File: config.mk
export PLATFORM = sky130hd
export DESIGN_NAME = ewrapper_link_tx_framer
export DESIGN_NICKNAME = d
export VERILOG_FILES = /design/src/rtl/ewrapper_link_tx_framer.sv
export SDC_FILE = /design/constraint.sdc
export NUM_CORES = 1
export LEC_CHECK = 0
export CAP_MARGIN = 20
export CORE_ASPECT_RATIO = 1.75
export CORE_UTILIZATION = 42
export CTS_CLUSTER_SIZE = 30
export DETAILED_ROUTE_END_ITERATION = 10
export GPL_TIMING_DRIVEN = 0
export PLACE_DENSITY = 0.86
export SYNTH_ARGS = -nofsm -noshare
export SYNTH_HDL_FRONTEND = slang
export SYNTH_SLANG_ARGS = --single-unit
File: constraint.sdc
create_clock -name txo_lclk -period 2.18 [get_ports txo_lclk]
set_clock_uncertainty 0.2 [all_clocks]
set_input_delay 0.218 -clock txo_lclk [delete_from_list [all_inputs] [get_ports txo_lclk]]
set_output_delay 0.218 -clock txo_lclk [all_outputs]
set_load 0.01 [all_outputs]
File: src/rtl/ewrapper_link_tx_framer.sv
// ewrapper_link_tx_framer
// Packs one emesh transaction per accept into the 64-bit, eight-lane word
// stream feeding the LVDS serializer. Lane0 is txo_data[63:56] and goes out
// first; txo_frame[7] flags lane0.
//
// A standalone packet takes two cycles (HDR then TAIL). With the optional
// macro TXO_BURST_EN defined, contiguous double-word writes that follow a
// header collapse into one-cycle BURST beats. Without the macro, burst_en and
// BURST_MAX are ignored and every transaction is sent as HDR + TAIL.
//
// State | meaning
// IDLE  | nothing on the link, ready to accept
// HDR   | header word out (ctrl byte, dstaddr, data[31:8]); upstream stalled
// TAIL  | tail word out (data[7:0], srcaddr, pad); may accept the next one
// BURST | burst beat out (data, srcaddr); only with TXO_BURST_EN
module ewrapper_link_tx_framer #(
    parameter int          BURST_MAX = 16,
    parameter logic [7:0]  PAD_BYTE  = 8'h00
) (
    input  logic        txo_lclk,
    input  logic        reset_n,
    input  logic        txo_emesh_access,
    input  logic        txo_emesh_write,
    input  logic [1:0]  txo_emesh_datamode,
    input  logic [3:0]  txo_emesh_ctrlmode,
    input  logic [31:0] txo_emesh_dstaddr,
    input  logic [31:0] txo_emesh_srcaddr,
    input  logic [31:0] txo_emesh_data,
    input  logic        burst_en,
    output logic        txo_emesh_wait,
    output logic [63:0] txo_data,
    output logic [7:0]  txo_frame
);

    typedef enum logic [1:0] {
        IDLE,
        HDR,
        TAIL
`ifdef TXO_BURST_EN
        ,
        BURST
`endif
    } state_t;

    localparam logic [63:0] PAD_WORD    = {8{PAD_BYTE}};
    localparam logic [7:0]  BURST_MAX_B = 8'(BURST_MAX);

    state_t      state;
    logic [7:0]  hold_data_lo;
    logic [31:0] hold_src;

    logic        accept;
    logic [7:0]  ctrl_byte;
    logic [63:0] hdr_word;
    logic [63:0] tail_word;

    // Busy only while the header goes out; the tail cycle can already accept.
    assign txo_emesh_wait = (state == HDR);
    assign accept         = txo_emesh_access & ~txo_emesh_wait;
    assign ctrl_byte      = {txo_emesh_ctrlmode, txo_emesh_datamode, txo_emesh_write, 1'b1};
    assign hdr_word       = {ctrl_byte, txo_emesh_dstaddr, txo_emesh_data[31:8]};
    assign tail_word      = {hold_data_lo, hold_src, {3{PAD_BYTE}}};

`ifdef TXO_BURST_EN
    logic        hist_valid;
    logic [3:0]  hist_ctrl;
    logic [31:0] hist_dst;
    logic [7:0]  beat_cnt;
    logic        dbl_write;
    logic [32:0] next_dst;
    logic        eligible;

    // A beat must continue an unbroken run of double writes at the next
    // 8-byte address; the 33-bit sum rejects the wrap from 0xFFFFFFF8.
    assign dbl_write = txo_emesh_write & (txo_emesh_datamode == 2'b11);
    assign next_dst  = {1'b0, hist_dst} + 33'd8;
    assign eligible  = burst_en & dbl_write & hist_valid
                     & (txo_emesh_ctrlmode == hist_ctrl)
                     & ({1'b0, txo_emesh_dstaddr} == next_dst)
                     & (beat_cnt < BURST_MAX_B);
`else
    logic unused_cfg;
    assign unused_cfg = burst_en ^ BURST_MAX_B[0];
`endif

    // Framing state machine with registered lane/frame outputs.
    always_ff @(posedge txo_lclk or negedge reset_n) begin
        if (!reset_n) begin
            state        <= IDLE;
            txo_data     <= PAD_WORD;
            txo_frame    <= 8'h00;
            hold_data_lo <= 8'h00;
            hold_src     <= 32'h0;
`ifdef TXO_BURST_EN
            hist_valid   <= 1'b0;
            hist_ctrl    <= 4'h0;
            hist_dst     <= 32'h0;
            beat_cnt     <= 8'h00;
`endif
        end else begin
            if (accept) begin
                hold_data_lo <= txo_emesh_data[7:0];
                hold_src     <= txo_emesh_srcaddr;
`ifdef TXO_BURST_EN
                hist_valid   <= dbl_write;
                hist_ctrl    <= txo_emesh_ctrlmode;
                hist_dst     <= txo_emesh_dstaddr;
`endif
            end
            case (state)
                IDLE: begin
                    if (accept) begin
                        state     <= HDR;
                        txo_data  <= hdr_word;
                        txo_frame <= 8'hFF;
`ifdef TXO_BURST_EN
                        beat_cnt  <= 8'h00;
`endif
                    end else begin
                        txo_data  <= PAD_WORD;
                        txo_frame <= 8'h00;
                    end
                end
                HDR: begin
                    state     <= TAIL;
                    txo_data  <= tail_word;
                    txo_frame <= 8'hF8;
                end
                default: begin
                    if (accept) begin
`ifdef TXO_BURST_EN
                        if (eligible) begin
                            state     <= BURST;
                            txo_data  <= {txo_emesh_data, txo_emesh_srcaddr};
                            txo_frame <= 8'hFF;
                            beat_cnt  <= beat_cnt + 8'd1;
                        end else begin
                            state     <= HDR;
                            txo_data  <= hdr_word;
                            txo_frame <= 8'hFF;
                            beat_cnt  <= 8'h00;
                        end
`else
                        state     <= HDR;
                        txo_data  <= hdr_word;
                        txo_frame <= 8'hFF;
`endif
                    end else begin
                        // An idle cycle ends any burst in progress.
                        state     <= IDLE;
                        txo_data  <= PAD_WORD;
                        txo_frame <= 8'h00;
`ifdef TXO_BURST_EN
                        hist_valid <= 1'b0;
                        beat_cnt   <= 8'h00;
`endif
                    end
                end
            endcase
        end
    end

endmodule

==> summary.txt <==
Flop and latch count out of synthesis: 108
Setup ws final: 0.0878 ns
RSZ-0062 raised after global routing: no
Wire per inst: 16.8 um
Compound-cell area share of the yosys netlist: 0.181%
# rows: 47
Routability cong.: 0.790
Synth Area in Simple Gates: 16.2%
Area contributors post-synth: dfrtp_1, mux2_4, nand2_1
Core footprint: 0.00953 sq mm
Drc violations: 0
Area delta synth->final: 53.9%
Latest clock arrival within the worst-skew pair: 0.34 ns
Final setup violation count: 0
Most frequent cells in the layout: clkdlybuf4s50_1, dfrtp_1, nand2_1
Fin crit share: 96.0%
GRT overflow: 0
Reg2Reg Depth: 5
Fin area: 0.00640 sq mm
Reg-to-reg setup timing slack: 0.53 ns
Reg2reg start: state[0]
Post-CTS setup buffers: 0
Fmax: 478 MHz
Via-to-Cell Ratio: 4.93
IO Count: 180
Layout cell share with drive strength beyond 1: 13.9%
Sink Count: 108
Final Routed Wirelength: 10800 um
Pre-CTS WS: 0.0208 ns
Placed cells: 626
Commonest non-fill, non-tap cell in the layout: clkdlybuf4s50_1
Initial DRT Pass Iterations: 4
Syn Std Cell Area: 0.00416 sq mm
Least-Margin Pin Slew: 0.577 ns
Synth Area in Adders: 0%
Status: complete, no violations
Yosys top cell by area: dfrtp_1
Lkg Pwr: 3.05 nW
Top cell type's share of synthesized area: 65.0%
Antenna viol nets, final: 0
Net Sw Frac: 23.9%
Sequential Power Share: 47.3%
Initial Util: 43.6%
ANT cells: 0
Syn_nets: 432
CP Class: register to primary output
Peak supply drop: 0.000580 V
Max-slew violation count: 0
First-pass GRT wire length: 17200 um
Root Driver: clkbuf_16
Iter 0 DRT Violations: 141
Cell Area, Placed: 0.00612 sq mm
Worst hold path type: input pin to async pin
Worst Setup End Kind: primary output
Gate power share: 22.2%
Chip width: 77.2 um
Ys Warns: 0
CTS tree: done
CP Max Fanout: 14
Fill cells: 731
Syn Area/Cell: 12.8 sq um
DR vias: 3156
Tmin final: 2.09 ns
Pint: 3.81 mW
Pin count of the biggest net entering global routing: 64
CTS Buf Count: 9
Psw: 1.20 mW
WP data required: 1.76 ns
Overall Global Routing Usage: 21.9%
Reg2reg end: txo_data[43]
Startpoint types: register
CP arrival: 1.67 ns
Register area: 0.00270 sq mm
Largest family of logic cells by synthesized area: simple AND/OR/NAND/NOR gates
Final-report hold violation count: 0
Multi-input combinational cell area: 0.00127 sq mm
Port Buf Inserts: 178
Maxcap violations: 0
DIE AREA: 0.0103 sq mm
Detailed Place HPWL: 8180 um
Htree depth: 3
Register area share after synthesis: 65.0%
Initial antenna violation count: 0
Yosys cell types: 16
CTS clk-pin slew, worst paths: 0.06 ns
Mux contribution to synthesized area: 14.3%
Relative slew slack: 61.5%
Synth Instances: 325
Fin nets: 622
Critical path launch point: state[0]
Clock power frac: 30.5%
Post-synthesis xor/xnor area fraction: 0%
PwrDens: 783 mW/mm^2
Fin util: 67.2%
Die Height: 134 um
CTS max path bufs: 2
Non-filler cells, final: 640
Vias in the first global route: 3392
-- area by class of cell --
type	count	share of cell area, %
Buffer	28	2.66
Clock buffer	11	3.64
Clock inverter	3	0.626
Inverter	2	0.176
Multi-Input combinational cell	186	19.9
Sequential cell	108	42.2
Tap cell	122	2.39
Timing Repair Buffer	180	28.4
-- worst max-delay path by stage --
| stage | cells after the start | to | slack (ns) |
|---|---|---|---|
| global placement | 1 | txo_data[60] | -3.13 |
| global route | 3 | txo_emesh_wait | 0.01 |
| finish | 3 | txo_emesh_wait | 0.09 |
| floorplan | 5 | hold_src[0] | 0.67 |
| detailed placement | 4 | txo_emesh_wait | 0.02 |
| CTS | 3 | txo_emesh_wait | 0.05 |
-- critical path, stage by stage, from the launching register on --
cell and delay [ns]:
dfrtp_1 0.40, nand2b_4 0.11, clkinvlp_4 0.26, clkdlybuf4s50_1 0.58
-- synth_stat cells, drive strengths merged --
library cell and count:
nand2b 2, nand2 78, clkbuf 14, and3 24
dfrtp 108, buf 15, nand3 39, a21o 1
mux2 40, inv 2, and2 2
-- sequential cells by signal (all words and copies together), names as in the netlist --
register / cells
hold_src: 32
state: 2
txo_frame: 2
hold_data_lo: 8
txo_data: 64
-- per-layer routing --
metal	routed length (um)	global-route usage, %	vias to the layer above
li1	-	-	1442
met1	3820	23.9	1546
met2	6030	40.1	142
met3	525	3.84	26
met4	391	10.7	0
met5	0	0	-
-- kinds of logic (layout without fill, tap and decap cells) --
group / Yosys count / after routing
mux: 40 / 40
simple gates: 145 / 145
compound gates: 1 / 1
buf+inv: 31 / 224
flops: 108 / 108
-- metrics by stage --
| step | total power, mW | hold WS (ns) | TNS (ns) |
|---|---|---|---|
| 2_1_floorplan | 2.88 | -0.278 | 0 |
| 3_3_place_gp | 3.47 | 0.249 | -337.27 |
| 3_5_place_dp | 3.52 | 0.0485 | 0 |
| 4_1_cts | 5.06 | 0.212 | 0 |
| 5_1_grt | 5.22 | 0.242 | 0 |
| 6_report | 5.01 | 0.221 | 0 |
-- power groups by stage --
stage / registers (mW) / logic (mW) / clock network (mW)
2_1_floorplan: 2.45 / 0.435 / 0
3_3_place_gp: 2.40 / 1.08 / 0
3_5_place_dp: 2.41 / 1.12 / 0
4_1_cts: 2.37 / 1.12 / 1.56
5_1_grt: 2.40 / 1.19 / 1.64
6_report: 2.37 / 1.11 / 1.53
-- what timing repair did --
action	4_1_cts	5_1_grt
hold endpoints to repair	45	0
gates resized for setup	1	0
hold buffers	1	0
endpoints found under the setup margin	1	0
Note: power is estimated with default switching activity, not from simulation.
